## src/rtl/bfloat16_div.sv

```systemverilog
// bfloat16_div: iterative bfloat16 divider (a / b).
// A restoring divider produces one quotient bit per cycle over nine cycles,
// then a normalization cycle registers the packed result. Exponents wrap
// modulo 256 and the mantissa is truncated, matching the bfloat16 multiplier.
// Zero operands (exponent 0) give signed zero or signed infinity, and take the
// same latency as every other operation.

module bfloat16_div (
    input  logic        clk,
    input  logic        rst_n,
    input  logic        in_valid,
    output logic        in_ready,
    input  logic [15:0] a,
    input  logic [15:0] b,
    output logic        out_valid,
    input  logic        out_ready,
    output logic [15:0] out
);

    typedef enum logic [1:0] {
        IDLE,
        DIV,
        NORM,
        DONE
    } state_t;

    state_t state;
    state_t next_state;

    // Operand fields captured at acceptance
    logic       sign;
    logic [7:0] ea;
    logic [7:0] eb;
    logic [7:0] mb;

    // Divider working registers
    logic [9:0] r;
    logic [8:0] q;
    logic [3:0] cnt;

    // Combinational divider step and result packing
    logic       r_ge;
    logic [9:0] r_sub;
    logic [9:0] r_next;
    logic [7:0] exp_res;
    logic [6:0] mant_res;
    logic [15:0] result;

    // State register
    always_ff @(posedge clk or negedge rst_n) begin
        if (!rst_n) begin
            state <= IDLE;
        end else begin
            state <= next_state;
        end
    end

    // Next-state logic and the ready output
    always_comb begin
        next_state = state;
        in_ready   = 1'b0;
        case (state)
            IDLE: begin
                in_ready = 1'b1;
                if (in_valid) begin
                    next_state = DIV;
                end
            end
            DIV: begin
                if (cnt == 4'd0) begin
                    next_state = NORM;
                end
            end
            NORM: begin
                next_state = DONE;
            end
            DONE: begin
                if (out_valid && out_ready) begin
                    next_state = IDLE;
                end
            end
            default: begin
                next_state = IDLE;
            end
        endcase
    end

    // One restoring-division step: subtract when possible, then shift left
    always_comb begin
        r_ge   = (r >= {2'b00, mb});
        r_sub  = r_ge ? (r - {2'b00, mb}) : r;
        r_next = r_sub << 1;
    end

    // Normalize the quotient and apply the zero-operand special cases
    always_comb begin
        // The low 8 bits of ea - eb + bias are all that reach the output,
        // so computing in 8 bits gives the same modulo-256 wrap.
        exp_res  = ea - eb + (q[8] ? 8'd127 : 8'd126);
        mant_res = q[8] ? q[7:1] : q[6:0];
        if (ea == 8'd0) begin
            result = {sign, 15'b0};
        end else if (eb == 8'd0) begin
            result = {sign, 8'hFF, 7'b0};
        end else begin
            result = {sign, exp_res, mant_res};
        end
    end

    // Datapath: operand capture, quotient iteration and output holding
    always_ff @(posedge clk or negedge rst_n) begin
        if (!rst_n) begin
            sign      <= 1'b0;
            ea        <= 8'd0;
            eb        <= 8'd0;
            mb        <= 8'd0;
            r         <= 10'd0;
            q         <= 9'd0;
            cnt       <= 4'd0;
            out       <= 16'h0000;
            out_valid <= 1'b0;
        end else begin
            case (state)
                IDLE: begin
                    if (in_valid) begin
                        sign <= a[15] ^ b[15];
                        ea   <= a[14:7];
                        eb   <= b[14:7];
                        mb   <= {1'b1, b[6:0]};
                        r    <= {2'b00, 1'b1, a[6:0]};
                        q    <= 9'd0;
                        cnt  <= 4'd8;
                    end
                end
                DIV: begin
                    q <= {q[7:0], r_ge};
                    r <= r_next;
                    if (cnt != 4'd0) begin
                        cnt <= cnt - 4'd1;
                    end
                end
                NORM: begin
                    out       <= result;
                    out_valid <= 1'b1;
                end
                DONE: begin
                    if (out_ready) begin
                        out_valid <= 1'b0;
                    end
                end
                default: begin
                    out_valid <= 1'b0;
                end
            endcase
        end
    end

endmodule

```

## config.mk

```make
export PLATFORM = sky130hd
export DESIGN_NAME = bfloat16_div
export DESIGN_NICKNAME = d
export VERILOG_FILES = /design/src/rtl/bfloat16_div.sv
export SDC_FILE = /design/constraint.sdc
export NUM_CORES = 1
export LEC_CHECK = 0
export CORE_MARGIN = 3
export CORE_UTILIZATION = 45
export DETAILED_ROUTE_END_ITERATION = 8
export GPL_ROUTABILITY_DRIVEN = 1
export PLACE_DENSITY = 0.68
export REMOVE_ABC_BUFFERS = 1
export SYNTH_ARGS = -nofsm -noshare
export SYNTH_HDL_FRONTEND = slang
export SYNTH_SLANG_ARGS = --single-unit
```

## constraint.sdc

```tcl
create_clock -name clk -period 6.8 [get_ports clk]
set_input_delay 1.7 -clock clk [delete_from_list [all_inputs] [get_ports clk]]
set_output_delay 1.7 -clock clk [all_outputs]
set_load 0.02 [all_outputs]
```

==> impl_metrics.py <==
metrics = {
    "cells_and_area": {
        "drive_above_1_share_pct": 11.4,
        "antennaDiodeCount": 0,
        "multi_input_area_um2": 1990,
        "fillCellCount": 746,
        "finish.utilization_pct": 56.3,
        "area_growth_pct": 20.5,
        "finalNetCount": 491,
        "ff_latch_area_um2": 1680,
    },
    "pwr": {
        "report.power.total_mw": 2.60,
        "internal_power_mw": 1.47,
        "switching_share_pct": 43.3,
        "powerDensity_nw_per_um2": 556,
        "max-vdd-ir-drop_uv": 205,
        "p_seq_share_pct": 26.7,
        "leakage_nw": 2.09,
        "p_clk_share_pct": 12.9,
        "p_sw_mw": 1.13,
        "comb_power_share_pct": 60.4,
    },
    "worst_hold_path": {
        "worstHoldPathType": "register to register",
    },
    "worst_setup_path": {
        "path_class": "register to output pin",
        "start_kind": "register",
        "critPathRequiredTime_ns": 5.10,
        "reg2reg_slack_ns": 4.04,
        "arrival_ns": 1.85,
        "max_stage_delay_ns": 0.66,
        "cp_max_fo": 8,
        "slowest_stage": "clkdlybuf4s50_1",
        "path_cells": "inv_1 -> ha_1 -> clkdlybuf4s50_1",
        "critPathCaptureType": "output pin",
    },
    "timing": {
        "setup_slack_ns": 3.25,
        "hold_viol": 0,
        "worst_pin_slew_ns": 0.854,
        "setup_tns_ns": 0,
        "slew_headroom_pct": 43.1,
        "fin_skew_ns": 0.00646,
        "final_max_slew_viol_count": 0,
        "rsz0062_at_grt": "false",
        "layout_min_cycle_time_ns": 3.55,
        "setup_viol": 0,
        "max_freq_ghz": 0.282,
        "finalCritPeriodShare_pct": 52.2,
    },
    "clock_network": {
        "hold_buffers": 0,
        "cts_buffers": 9,
        "htreeDepth": 3,
        "clk_latency_ns": 0.33,
        "clock-sinks": 67,
        "clockBufferDepth": 2,
        "clock-root-buffer": "clkbuf_8",
        "ctsResizeCount": 0,
        "post_cts_buffers": 0,
        "cts_tree": "built",
        "clk_pin_slew_ns": 0.07,
    },
    "detailed_routing": {
        "drt_pass1_iterations": 4,
        "drtIter0Drc": 121,
        "drt_wl_total_um": 8280,
        "vias": 2930,
        "antenna_left": 0,
        "drc": 0,
        "vias_per_cell": 5.49,
        "wl_per_cell_um": 15.5,
    },
    "flow_run": {
        "max_cap_violations": 0,
    },
    "run_status": {
        "outcome": "finished, final reports clean",
    },
    "global_routing": {
        "grt_util_all_layers_pct": 18.3,
        "grt-busiest-layer": "met2",
        "grt_pass1_wl_um": 14400,
        "antenna_found_initial": 0,
        "globalRouteMet1Util_pct": 25.4,
        "grt_pass1_vias": 2915,
        "grt_overflow": 0,
        "grt_max_degree": 68,
        "grtUsageMet2_pct": 28.3,
        "groute.layer.met3.usage_pct": 3.18,
    },
    "placed_design": {
        "io_buffers": 53,
        "gp_congestion": 0.839,
        "hpwl_um": 5860,
        "dp_slack_ns": 3.35,
    },
    "synthesis": {
        "yosys_most_used_dff": "dfrtp_1",
        "syn_inst": 372,
        "avgSynthCellArea_um2": 10.4,
        "ys_async_sr_fraction_pct": 100,
        "synth_seq_cells": 67,
        "synth-seq-area-share_pct": 43.2,
        "synth-edff-count": 0,
        "yosys_warnings": 0,
        "netlist_area_um2": 3880,
        "synth_cell_types": 53,
    },
    "floorplanning": {
        "ios": 54,
        "die_w_um": 98.8,
        "die_h_um": 98.8,
        "fp.coreArea_um2": 8300,
        "start_util_pct": 46.7,
        "rows": 33,
        "dieArea_um2": 9770,
    },
}
sequential cells by signal, indices dropped and copies added, names as in the netlist:
| signal | flops |
|---|---|
| cnt | 4 |
| ea | 8 |
| out_valid | 1 |
| r | 10 |
| mb | 8 |
| state | 2 |
| q | 9 |
| eb | 8 |
| sign | 1 |
| out | 16 |
cell usage after synthesis, drive strengths merged (2+ instances only):
cell	number	area [um^2]
ha	28	350
o32ai	2	17.5
nor2b	3	18.8
mux2i	15	150
a22o	11	96.3
nor3	3	15.0
a211o	2	17.5
nand2b	2	12.5
nor4b	3	26.3
fa	2	40.0
o22ai	4	25.0
o21ai	27	146
or4	8	67.6
mux2	25	282
o21a	5	37.5
nor2	18	70.1
buf	6	42.5
nor3b	6	45.0
dfrtp	67	1680
a211oi	4	40.0
xnor2	4	35.0
a21o	3	22.5
nand2	26	97.6
clkbuf	7	26.3
nand3	5	25.0
a21oi	16	80.1
inv	37	139
o2bb2ai	11	96.3
xor2	4	35.0
worst paths after layout:
path | from | end | cells past startpoint
setup / recovery | state[1] | in_ready | 3
hold / removal | mb[7] | mb[7] | 2
setup reg to reg | q[8] | out[13] | 10
hold reg to reg | mb[7] | mb[7] | 2
max in group asynchronous | rst_n | r[4] | 2
min in group asynchronous | rst_n | out[10] | 2
power groups by stage:
stage	clock, mW	sequential [mW]	combinational [mW]
finish	0.336	0.694	1.57
CTS	0.345	0.694	1.58
global placement	0	0.696	1.52
detailed placement	0	0.700	1.56
floorplan	0	0.714	1.14
global route	0.366	0.721	1.77
logic make-up (layout without fill, tap and decap cells):
family          count (synthesis)  count (layout)  synth area share [%]
compound gates                 94              94                  16.9
simple gates                   83              83                  11.5
flops                          67              67                  43.2
buf+inv                        50             107                  5.35
mux                            40              40                  11.1
fa+ha+maj                      30              30                  10.1
xor+xnor                        8               8                  1.81
layout make-up:
class,instances,share of cell area (%)
repair buffers,55,11.6
multi-input cells,255,42.7
clock inverters,2,0.749
well taps,105,2.81
flip-flops and latches,67,35.9
inverters,37,2.97
clock buffers,13,3.40
metrics by stage:
stage,std cells,instance area (um^2),hold slack (ns)
4_1_cts,534,4680,0.453
5_1_grt,534,4680,0.484
2_1_floorplan,359,3810,0.418
3_3_place_gp,519,4480,0.429
6_report,534,4680,0.456
3_5_place_dp,519,4480,0.438
worst max-delay path, delay by kind of cell, from the launching register on:
kind	cells	cell delay, ns
adder cells (fa/ha/maj)	1	0.33
buffers and inverters	2	0.78
flip-flops	1	0.41
layer usage:
metal | share of wire (%) | wire length [um]
met4 | 2.2 | 181
met5 | 0 | 0
met1 | 48 | 3940
met2 | 46 | 3830
met3 | 3.9 | 323
cell usage in the layout, fill, tap and decap left out, types with 2 or more instances in the layout:
cell type | netlist | layout
mux2i_1 | 15 | 15
nand3_1 | 5 | 5
buf_4 | 0 | 2
a211o_1 | 2 | 2
nor3_1 | 3 | 3
fa_1 | 2 | 2
o2bb2ai_1 | 11 | 11
xnor2_1 | 4 | 4
nor2_1 | 17 | 17
nor2b_1 | 3 | 3
a22o_1 | 11 | 11
nor3b_1 | 6 | 6
or4_1 | 6 | 6
dfrtp_1 | 67 | 67
o21a_1 | 5 | 5
nand2b_1 | 2 | 2
xor2_1 | 4 | 4
a21o_1 | 3 | 3
inv_1 | 37 | 37
o32ai_1 | 2 | 2
ha_1 | 28 | 28
a211oi_1 | 2 | 2
o21ai_0 | 18 | 18
clkdlybuf4s50_1 | 0 | 52
clkbuf_1 | 7 | 2
o21ai_1 | 6 | 6
a211oi_2 | 2 | 2
mux2_2 | 25 | 25
nand2_1 | 26 | 26
nor4b_1 | 3 | 3
o21ai_2 | 3 | 3
clkbuf_8 | 0 | 11
o22ai_1 | 4 | 4
or4_4 | 2 | 2
a21oi_1 | 16 | 16
No activity file was read; power rests on OpenSTA's default activity.
